<file path="src/rtl/cpu_pkg.sv">
`default_nettype none
// ============================================================================
// Module      : cpu_pkg
// Description : Shared definitions for the multi-cycle controller datapath:
//               PC-source select encodings, the NOP opcode and the default
//               address/data widths.
// Revision    : 1.0  initial release
// ============================================================================
package cpu_pkg;

  localparam int unsigned CPU_AW = 8;
  localparam int unsigned CPU_DW = 8;

  // PC source select driven by the controller on Jmpmuxsel
  localparam logic [1:0] JMP_INC    = 2'b00;
  localparam logic [1:0] JMP_ABS    = 2'b01;
  localparam logic [1:0] JMP_RELNEG = 2'b10;
  localparam logic [1:0] JMP_RELPOS = 2'b11;

  localparam logic [7:0] OPC_NOP = 8'h00;

endpackage : cpu_pkg
`default_nettype wire

</file>
<file path="src/rtl/fetch_unit_pc_next.sv">
`default_nettype none
// ============================================================================
// Module      : pc_next
// Description : Combinational next-PC selection. Chooses between PC+1, an
//               absolute target from memory read data, and PC -/+ a 3-bit
//               magnitude taken from the registered instruction.
// Ports       : pc_i       current PC
//               jmp_sel_i  PC source select (JMP_* encodings)
//               mag_i      relative-jump magnitude (IR[2:0])
//               mem_rd_i   memory read data (absolute target)
//               pc_next_o  candidate next PC (modulo 2^AW)
// Revision    : 1.0  initial release
// ============================================================================
module pc_next
  import cpu_pkg::*;
#(
  parameter int unsigned AW = CPU_AW,
  parameter int unsigned DW = CPU_DW
) (
  input  logic [AW-1:0] pc_i,
  input  logic [1:0]    jmp_sel_i,
  input  logic [2:0]    mag_i,
  input  logic [DW-1:0] mem_rd_i,
  output logic [AW-1:0] pc_next_o
);

  logic [AW-1:0] w_abs;
  logic [AW-1:0] w_mag;

  // Fit the memory word onto the address width (truncate or zero-extend).
  generate
    if (DW >= AW) begin : g_abs_trunc
      assign w_abs = mem_rd_i[AW-1:0];
    end else begin : g_abs_zext
      assign w_abs = {{(AW-DW){1'b0}}, mem_rd_i};
    end
  endgenerate

  assign w_mag = {{(AW-3){1'b0}}, mag_i};

  always_comb begin
    pc_next_o = pc_i + 1'b1;
    unique case (jmp_sel_i)
      JMP_INC:    pc_next_o = pc_i + 1'b1;
      JMP_ABS:    pc_next_o = w_abs;
      JMP_RELNEG: pc_next_o = pc_i - w_mag;
      JMP_RELPOS: pc_next_o = pc_i + w_mag;
      default:    pc_next_o = pc_i + 1'b1;
    endcase
  end

endmodule : pc_next
`default_nettype wire

</file>
<file path="src/rtl/fetch_unit.sv">
`default_nettype none
// ============================================================================
// Module      : fetch_unit
// Description : Fetch stage of the multi-cycle controller. Holds PC, IR and
//               MR, drives the unified memory address and presents IR to the
//               controller as instr. Sequencing is owned by the controller.
// Ports       : clk, reset (sync, active-high)
//               IRload / PCload / MRload  register load strobes
//               Jmpmuxsel                 PC source (see cpu_pkg JMP_*)
//               MemInst                   address select 0:PC 1:MR
//               mem_rd                    combinational read data
//               mem_addr, instr, pc, mr   outputs
// Options     : FETCH_STATS_EN adds fetch_count, jump_count (saturating
//               16-bit) and sticky stats_sat.
// Revision    : 1.0  initial release
// ============================================================================
module fetch_unit
  import cpu_pkg::*;
#(
  parameter int unsigned AW       = CPU_AW,
  parameter int unsigned DW       = CPU_DW,
  parameter logic [AW-1:0] RESET_PC = '0
) (
  input  logic          clk,
  input  logic          reset,
  input  logic          IRload,
  input  logic          PCload,
  input  logic [1:0]    Jmpmuxsel,
  input  logic          MRload,
  input  logic          MemInst,
  input  logic [DW-1:0] mem_rd,
  output logic [AW-1:0] mem_addr,
  output logic [DW-1:0] instr,
  output logic [AW-1:0] pc,
`ifdef FETCH_STATS_EN
  output logic [15:0]   fetch_count,
  output logic [15:0]   jump_count,
  output logic          stats_sat,
`endif
  output logic [AW-1:0] mr
);

  logic [AW-1:0] pc_q, pc_d;
  logic [DW-1:0] ir_q;
  logic [AW-1:0] mr_q;
  logic [AW-1:0] w_rd_addr;

  generate
    if (DW >= AW) begin : g_mr_trunc
      assign w_rd_addr = mem_rd[AW-1:0];
    end else begin : g_mr_zext
      assign w_rd_addr = {{(AW-DW){1'b0}}, mem_rd};
    end
  endgenerate

  pc_next #(
    .AW (AW),
    .DW (DW)
  ) u_pc_next (
    .pc_i      (pc_q),
    .jmp_sel_i (Jmpmuxsel),
    .mag_i     (ir_q[2:0]),
    .mem_rd_i  (mem_rd),
    .pc_next_o (pc_d)
  );

  always_ff @(posedge clk) begin
    if (reset) begin
      pc_q <= RESET_PC;
      ir_q <= DW'(OPC_NOP);
      mr_q <= '0;
    end else begin
      if (PCload) pc_q <= pc_d;
      if (IRload) ir_q <= mem_rd;
      if (MRload) mr_q <= w_rd_addr;
    end
  end

  assign mem_addr = MemInst ? mr_q : pc_q;
  assign instr    = ir_q;
  assign pc       = pc_q;
  assign mr       = mr_q;

`ifdef FETCH_STATS_EN
  logic [15:0] fetch_cnt_q, fetch_cnt_d;
  logic [15:0] jump_cnt_q,  jump_cnt_d;
  logic        sat_q;

  always_comb begin
    fetch_cnt_d = fetch_cnt_q;
    jump_cnt_d  = jump_cnt_q;
    if (IRload && (fetch_cnt_q != 16'hFFFF))
      fetch_cnt_d = fetch_cnt_q + 16'd1;
    if (PCload && (Jmpmuxsel != JMP_INC) && (jump_cnt_q != 16'hFFFF))
      jump_cnt_d = jump_cnt_q + 16'd1;
  end

  always_ff @(posedge clk) begin
    if (reset) begin
      fetch_cnt_q <= '0;
      jump_cnt_q  <= '0;
      sat_q       <= 1'b0;
    end else begin
      fetch_cnt_q <= fetch_cnt_d;
      jump_cnt_q  <= jump_cnt_d;
      // Sticky: once either counter pins at all-ones it stays flagged.
      sat_q       <= sat_q | (fetch_cnt_d == 16'hFFFF) | (jump_cnt_d == 16'hFFFF);
    end
  end

  assign fetch_count = fetch_cnt_q;
  assign jump_count  = jump_cnt_q;
  assign stats_sat   = sat_q;
`endif

endmodule : fetch_unit
`default_nettype wire

</file>
<file path="config.mk">
export PLATFORM = sky130hd
export DESIGN_NAME = fetch_unit
export DESIGN_NICKNAME = d
export VERILOG_FILES = /design/src/rtl/cpu_pkg.sv /design/src/rtl/fetch_unit_pc_next.sv /design/src/rtl/fetch_unit.sv
export SDC_FILE = /design/constraint.sdc
export NUM_CORES = 1
export LEC_CHECK = 0
export ABC_AREA = 1
export CELL_PAD_IN_SITES_DETAIL_PLACEMENT = 1
export CELL_PAD_IN_SITES_GLOBAL_PLACEMENT = 2
export CORE_MARGIN = 10
export CORE_UTILIZATION = 24
export DETAILED_ROUTE_END_ITERATION = 10
export PLACE_DENSITY_LB_ADDON = 0.1
export SLEW_MARGIN = 40
export SYNTH_ARGS = -nofsm -noshare
export SYNTH_HDL_FRONTEND = slang
export SYNTH_HIERARCHICAL = 1
export SYNTH_SLANG_ARGS = --single-unit
</file>
<file path="constraint.sdc">
create_clock -name clk -period 2.6 [get_ports clk]
set_input_delay 0.26 -clock clk [delete_from_list [all_inputs] [get_ports clk]]
set_output_delay 0.26 -clock clk [all_outputs]
set_load 0.02 [all_outputs]
</file>
==> impl_summary.log <==
[metrics] Starting DRT DRC Count: 33
[metrics] Final Max Slew Viols: 0
[metrics] Avg Vias per Cell: 4.108
[metrics] FP Rows: 30
[metrics] setup repair after global routing missed its margin: false
[metrics] library cell contributing the largest single delay on the critical path: sky130_fd_sc_hd__dfxtp_2
[metrics] startpoint class of the critical path: flop
[metrics] transition at the pin with the smallest max-transition slack: 0.6394 ns
[metrics] detailed-route DRC error count: 0
[metrics] vias in the first global route: 1853
[metrics] net count after synthesis: roughly 310
[metrics] setup slack after placement: roughly 0.0077 ns
[metrics] cell breakdown of the critical path: clkinv_1 -> ha_1 -> ha_1 -> nand2_1 -> o21ai_0 -> ha_1 -> or2_4 -> nand2_2 -> nor2_1 -> nor2_1 -> nand2_1 -> nand3_1 -> nand2_1 -> inv_1 -> nand2_1 -> nand2_1 -> nor2_1
[metrics] Max Clk Rate: approximately 0.42 GHz
[metrics] number of buffers added by the clock tree synthesis step: 3
[metrics] net switching component of the power: approximately 0.36 mW
[metrics] area of the placeable core: 6832 sq um
[metrics] HPWL after DPL: roughly 4400 um
[metrics] hold path depth: 2
[metrics] critical path's most frequent cell: sky130_fd_sc_hd__nand2_1
[metrics] count of buffers inserted at the top-level ports: 47
[metrics] Comb pwr share: 0.345
[metrics] share of synthesized area occupied by flip-flops and latches: 0.2840
[metrics] synthesis-to-layout area growth: 32.54%
[metrics] Post-layout nets: between 300 and 400
[metrics] gate count after technology mapping: roughly 280
[metrics] share of post-route cells with drive strength above 1: 0.06231
[metrics] detail-routed net length per standard cell: approximately 13 um
[metrics] Yosys reg bits: 24
[metrics] internal power: ~0.69 mW
[metrics] Pre-Repair DR Iteration Count: 2
[metrics] Worst Setup End Kind: flop
[metrics] required time of the worst setup path: 2.77 ns
[metrics] Hold Path End: instr[5]$_SDFFE_PP0P_
[metrics] Switching Fraction: 0.3442
[metrics] global-route wire length before repair: about 9100 um
[metrics] clock transition at the registers of the reported paths: roughly 0.090 ns
[metrics] P per Cell Area: around 470 nW/um^2
[metrics] highest cell delay on the worst timing path: 0.36 ns
[metrics] cell taking the most area after synthesis: sky130_fd_sc_hd__dfxtp_1
[metrics] Max-slew headroom: 0.5724
[metrics] global routing usage summed across all routing layers: 0.1021
[metrics] most numerous cell types in the synthesized netlist: 92 x sky130_fd_sc_hd__nand2_1, 52 x sky130_fd_sc_hd__nor2_1, 43 x sky130_fd_sc_hd__inv_1, 24 x sky130_fd_sc_hd__dfxtp_1, 11 x sky130_fd_sc_hd__nand3_1
[metrics] run status: finished clean
[metrics] gpl congestion: just over 0.7
[metrics] overall via count from detail_route: roughly 1700
[metrics] Top-Level Pins: between 40 and 50
[metrics] antenna violations before repair: 0
[metrics] startpoint-to-endpoint class of the critical path: reg2reg
[metrics] CTS tree: built
[metrics] hold_buf cts: 0
[metrics] worst min-delay path category: reg2reg
[metrics] Buf/Inv on CP: 2
[metrics] initial core utilization: 0.2476
[metrics] number of nets still failing antenna checks after routing: 0
[metrics] Clock power frac: 0.254
[metrics] Flop pwr share: 0.401
[metrics] leakage component of the power: about 1.1 nW
[metrics] minimum clock period: roughly 2.4 ns
[metrics] Post-synth ARST share: 0
[metrics] number of violations of the max-capacitance limit: 0
[metrics] summed instance area of the synthesized netlist: approximately 1700 sq um
[metrics] cell at the root of the clock tree: sky130_fd_sc_hd__clkbuf_8
[metrics] antenna fix cells: 0
[metrics] Reg2Reg Setup Slack: 0.22 ns
[metrics] layout filler cell count: 899
[metrics] mean area per synthesized cell: 6.063 sq um
[metrics] number of enable flip-flop cells after synthesis: 0
[metrics] most frequent cell after synthesis: sky130_fd_sc_hd__nand2_1
[metrics] number of failing setup endpoints in the final timing report: 0
[metrics] number of synthesis warnings: 6
[metrics] core utilization of the finished layout: 0.3282
[metrics] Max FO, Critical Path: 3
[metrics] share of the synthesized area in the top cell type: 0.2840
[metrics] top area cells in the synthesized netlist: sky130_fd_sc_hd__dfxtp_1 28%, sky130_fd_sc_hd__nand2_1 20%, sky130_fd_sc_hd__nor2_1 12%, sky130_fd_sc_hd__inv_1 9.5%, sky130_fd_sc_hd__ha_1 6.7%
[metrics] drt total wl: 5396 um
[metrics] share of the clock period used by the worst path after layout: 0.9159
[metrics] library cells used by synthesis: 25
[metrics] die outline height: 104.0 um
[metrics] end of the worst register-to-register path: pc[7]$_SDFFE_PP0P_
[metrics] die area: approximately 11000 sq um
[metrics] worst reg2reg path depth: 17
[metrics] startpoint of the most critical hold path: instr[5]$_SDFFE_PP0P_
[metrics] Congestion Overflow GR: 0
[metrics] maximum number of pins on one net before global-route repair: 25
[metrics] number of hold violations in the final report: 0
[metrics] fin worst setup slack: around 0.22 ns
[metrics] Reg-to-Reg Start: instr[0]$_SDFFE_PP0P_
[metrics] CTS H-tree depth: 1
[metrics] top_reg_cell synth: sky130_fd_sc_hd__dfxtp_1
[metrics] Arrival @ worst endpoint: 2.55 ns
[metrics] summed negative setup slack over all endpoints: 0 ns
[metrics] width of the die: between 100 and 150 um
[metrics] clock network latency to the later pin of the worst-skew pair: around 0.27 ns
[metrics] Worst IR Drop VDD: around 0.22 mV
[metrics] cell family with most CP delay: simple AND/OR/NAND/NOR gates
[metrics] Max Clock Skew: 0.001271 ns
[metrics] TritonCTS Sinks: 24
[metrics] maximum count of clock buffers along a single path: 2
==> power by group through the flow <==
stage	combinational, mW	sequential [mW]	clock [mW]
global placement	0.367	0.433	0
global route	0.412	0.429	0.294
CTS	0.371	0.424	0.283
detailed placement	0.370	0.433	0
floorplan	0.196	0.459	0
finish	0.363	0.423	0.268
==> cell usage in the layout, fill, tap and decap left out <==
cell type | netlist | routed
sky130_fd_sc_hd__nor2_2 | 1 | 1
sky130_fd_sc_hd__o21ai_1 | 4 | 4
sky130_fd_sc_hd__nor2_1 | 52 | 52
sky130_fd_sc_hd__nor2_4 | 1 | 1
sky130_fd_sc_hd__clkdlybuf4s50_1 | 0 | 47
sky130_fd_sc_hd__fa_1 | 1 | 1
sky130_fd_sc_hd__or2_4 | 0 | 1
sky130_fd_sc_hd__ha_1 | 9 | 9
sky130_fd_sc_hd__nand2_1 | 92 | 92
sky130_fd_sc_hd__dfxtp_1 | 24 | 22
sky130_fd_sc_hd__nand3_1 | 11 | 11
sky130_fd_sc_hd__inv_1 | 43 | 43
sky130_fd_sc_hd__clkinv_1 | 2 | 2
sky130_fd_sc_hd__nand4_1 | 2 | 2
sky130_fd_sc_hd__o22ai_1 | 1 | 1
sky130_fd_sc_hd__o21ai_0 | 9 | 9
sky130_fd_sc_hd__xnor2_1 | 1 | 1
sky130_fd_sc_hd__xor2_1 | 2 | 2
sky130_fd_sc_hd__inv_2 | 3 | 3
sky130_fd_sc_hd__nand2_2 | 7 | 7
sky130_fd_sc_hd__a21oi_1 | 2 | 2
sky130_fd_sc_hd__buf_4 | 1 | 1
sky130_fd_sc_hd__clkbuf_8 | 2 | 4
sky130_fd_sc_hd__dfxtp_2 | 0 | 2
sky130_fd_sc_hd__nand3b_1 | 1 | 1
==> per-layer routing <==
metal | vias up | GRT usage | routed length [um]
li1 | 908 | - | -
met1 | 768 | 0.1198 | 2553
met2 | 33 | 0.1757 | 2503
met3 | 4 | 0.03222 | 289
met4 | 0 | 0.02386 | 50
met5 | - | 0 | 0
==> timing repair <==
item,4_1_cts,5_1_grt
setup endpoints to repair,0,2
setup buffers,0,0
gates resized for setup,0,3
==> cells by family after synthesis <==
| group | count (synthesis) | share of synthesized area |
|---|---|---|
| adder cells (fa/ha/maj) | 10 | 0.07840 |
| AND/OR/NAND/NOR | 168 | 0.4038 |
| AO/OA/AOI/OAI | 16 | 0.04808 |
| buffers and inverters | 58 | 0.1701 |
| XOR/XNOR | 3 | 0.01554 |
| flip-flops | 24 | 0.2840 |
==> sequential cells by signal, indices dropped and copies added (netlist names) <==
signal	count
instr	8
mr	8
pc	8
==> area by class of cell <==
cell class | instances | area (sq um) | share of cell area
Clock buffer | 4 | 55.05 | 0.02455
Inverter | 48 | 180.2 | 0.08036
Multi-Input combinational cell | 197 | 925.9 | 0.4129
Sequential cell | 24 | 483.0 | 0.2154
Tap cell | 96 | 120.1 | 0.05357
Timing Repair Buffer | 48 | 478.0 | 0.2132
==> worst register-to-register path, cell delays in order, from the launching register on <==
cell and delay (ns):
sky130_fd_sc_hd__dfxtp_2 0.36, sky130_fd_sc_hd__clkinv_1 0.10, sky130_fd_sc_hd__ha_1 0.21, sky130_fd_sc_hd__ha_1 0.27
sky130_fd_sc_hd__nand2_1 0.07, sky130_fd_sc_hd__o21ai_0 0.10, sky130_fd_sc_hd__ha_1 0.31, sky130_fd_sc_hd__or2_4 0.25
sky130_fd_sc_hd__nand2_2 0.10, sky130_fd_sc_hd__nor2_1 0.05, sky130_fd_sc_hd__nor2_1 0.08, sky130_fd_sc_hd__nand2_1 0.06
sky130_fd_sc_hd__nand3_1 0.07, sky130_fd_sc_hd__nand2_1 0.05, sky130_fd_sc_hd__inv_1 0.04, sky130_fd_sc_hd__nand2_1 0.04
sky130_fd_sc_hd__nand2_1 0.08, sky130_fd_sc_hd__nor2_1 0.04
==> stage by stage <==
stage / power, mW / hold slack, ns / cell area [sq um] / cells
floorplan: 0.6545 / 0.4308 / 1692 / 279
global placement: 0.7993 / 0.4603 / 2182 / 413
detailed placement: 0.8024 / 0.4666 / 2182 / 413
CTS: 1.078 / 0.4791 / 2237 / 417
global route: 1.135 / 0.4973 / 2242 / 417
finish: 1.054 / 0.4738 / 2242 / 417
==> worst max-delay path by stage <==
| stage | cells after the start | start | end | slack [ns] |
|---|---|---|---|---|
| floorplan | 17 | instr[0]$_SDFFE_PP0P_ | pc[7]$_SDFFE_PP0P_ | 0.25 |
| global placement | 16 | Jmpmuxsel[1] | pc[4]$_SDFFE_PP0P_ | 0.03 |
| detailed placement | 16 | Jmpmuxsel[1] | pc[4]$_SDFFE_PP0P_ | 0.008 |
| CTS | 17 | instr[0]$_SDFFE_PP0P_ | pc[7]$_SDFFE_PP0P_ | 0.1 |
| global route | 17 | instr[0]$_SDFFE_PP0P_ | pc[7]$_SDFFE_PP0P_ | 0.004 |
| finish | 17 | instr[0]$_SDFFE_PP0P_ | pc[7]$_SDFFE_PP0P_ | 0.22 |
Note: power is estimated with default switching activity, not from simulation.
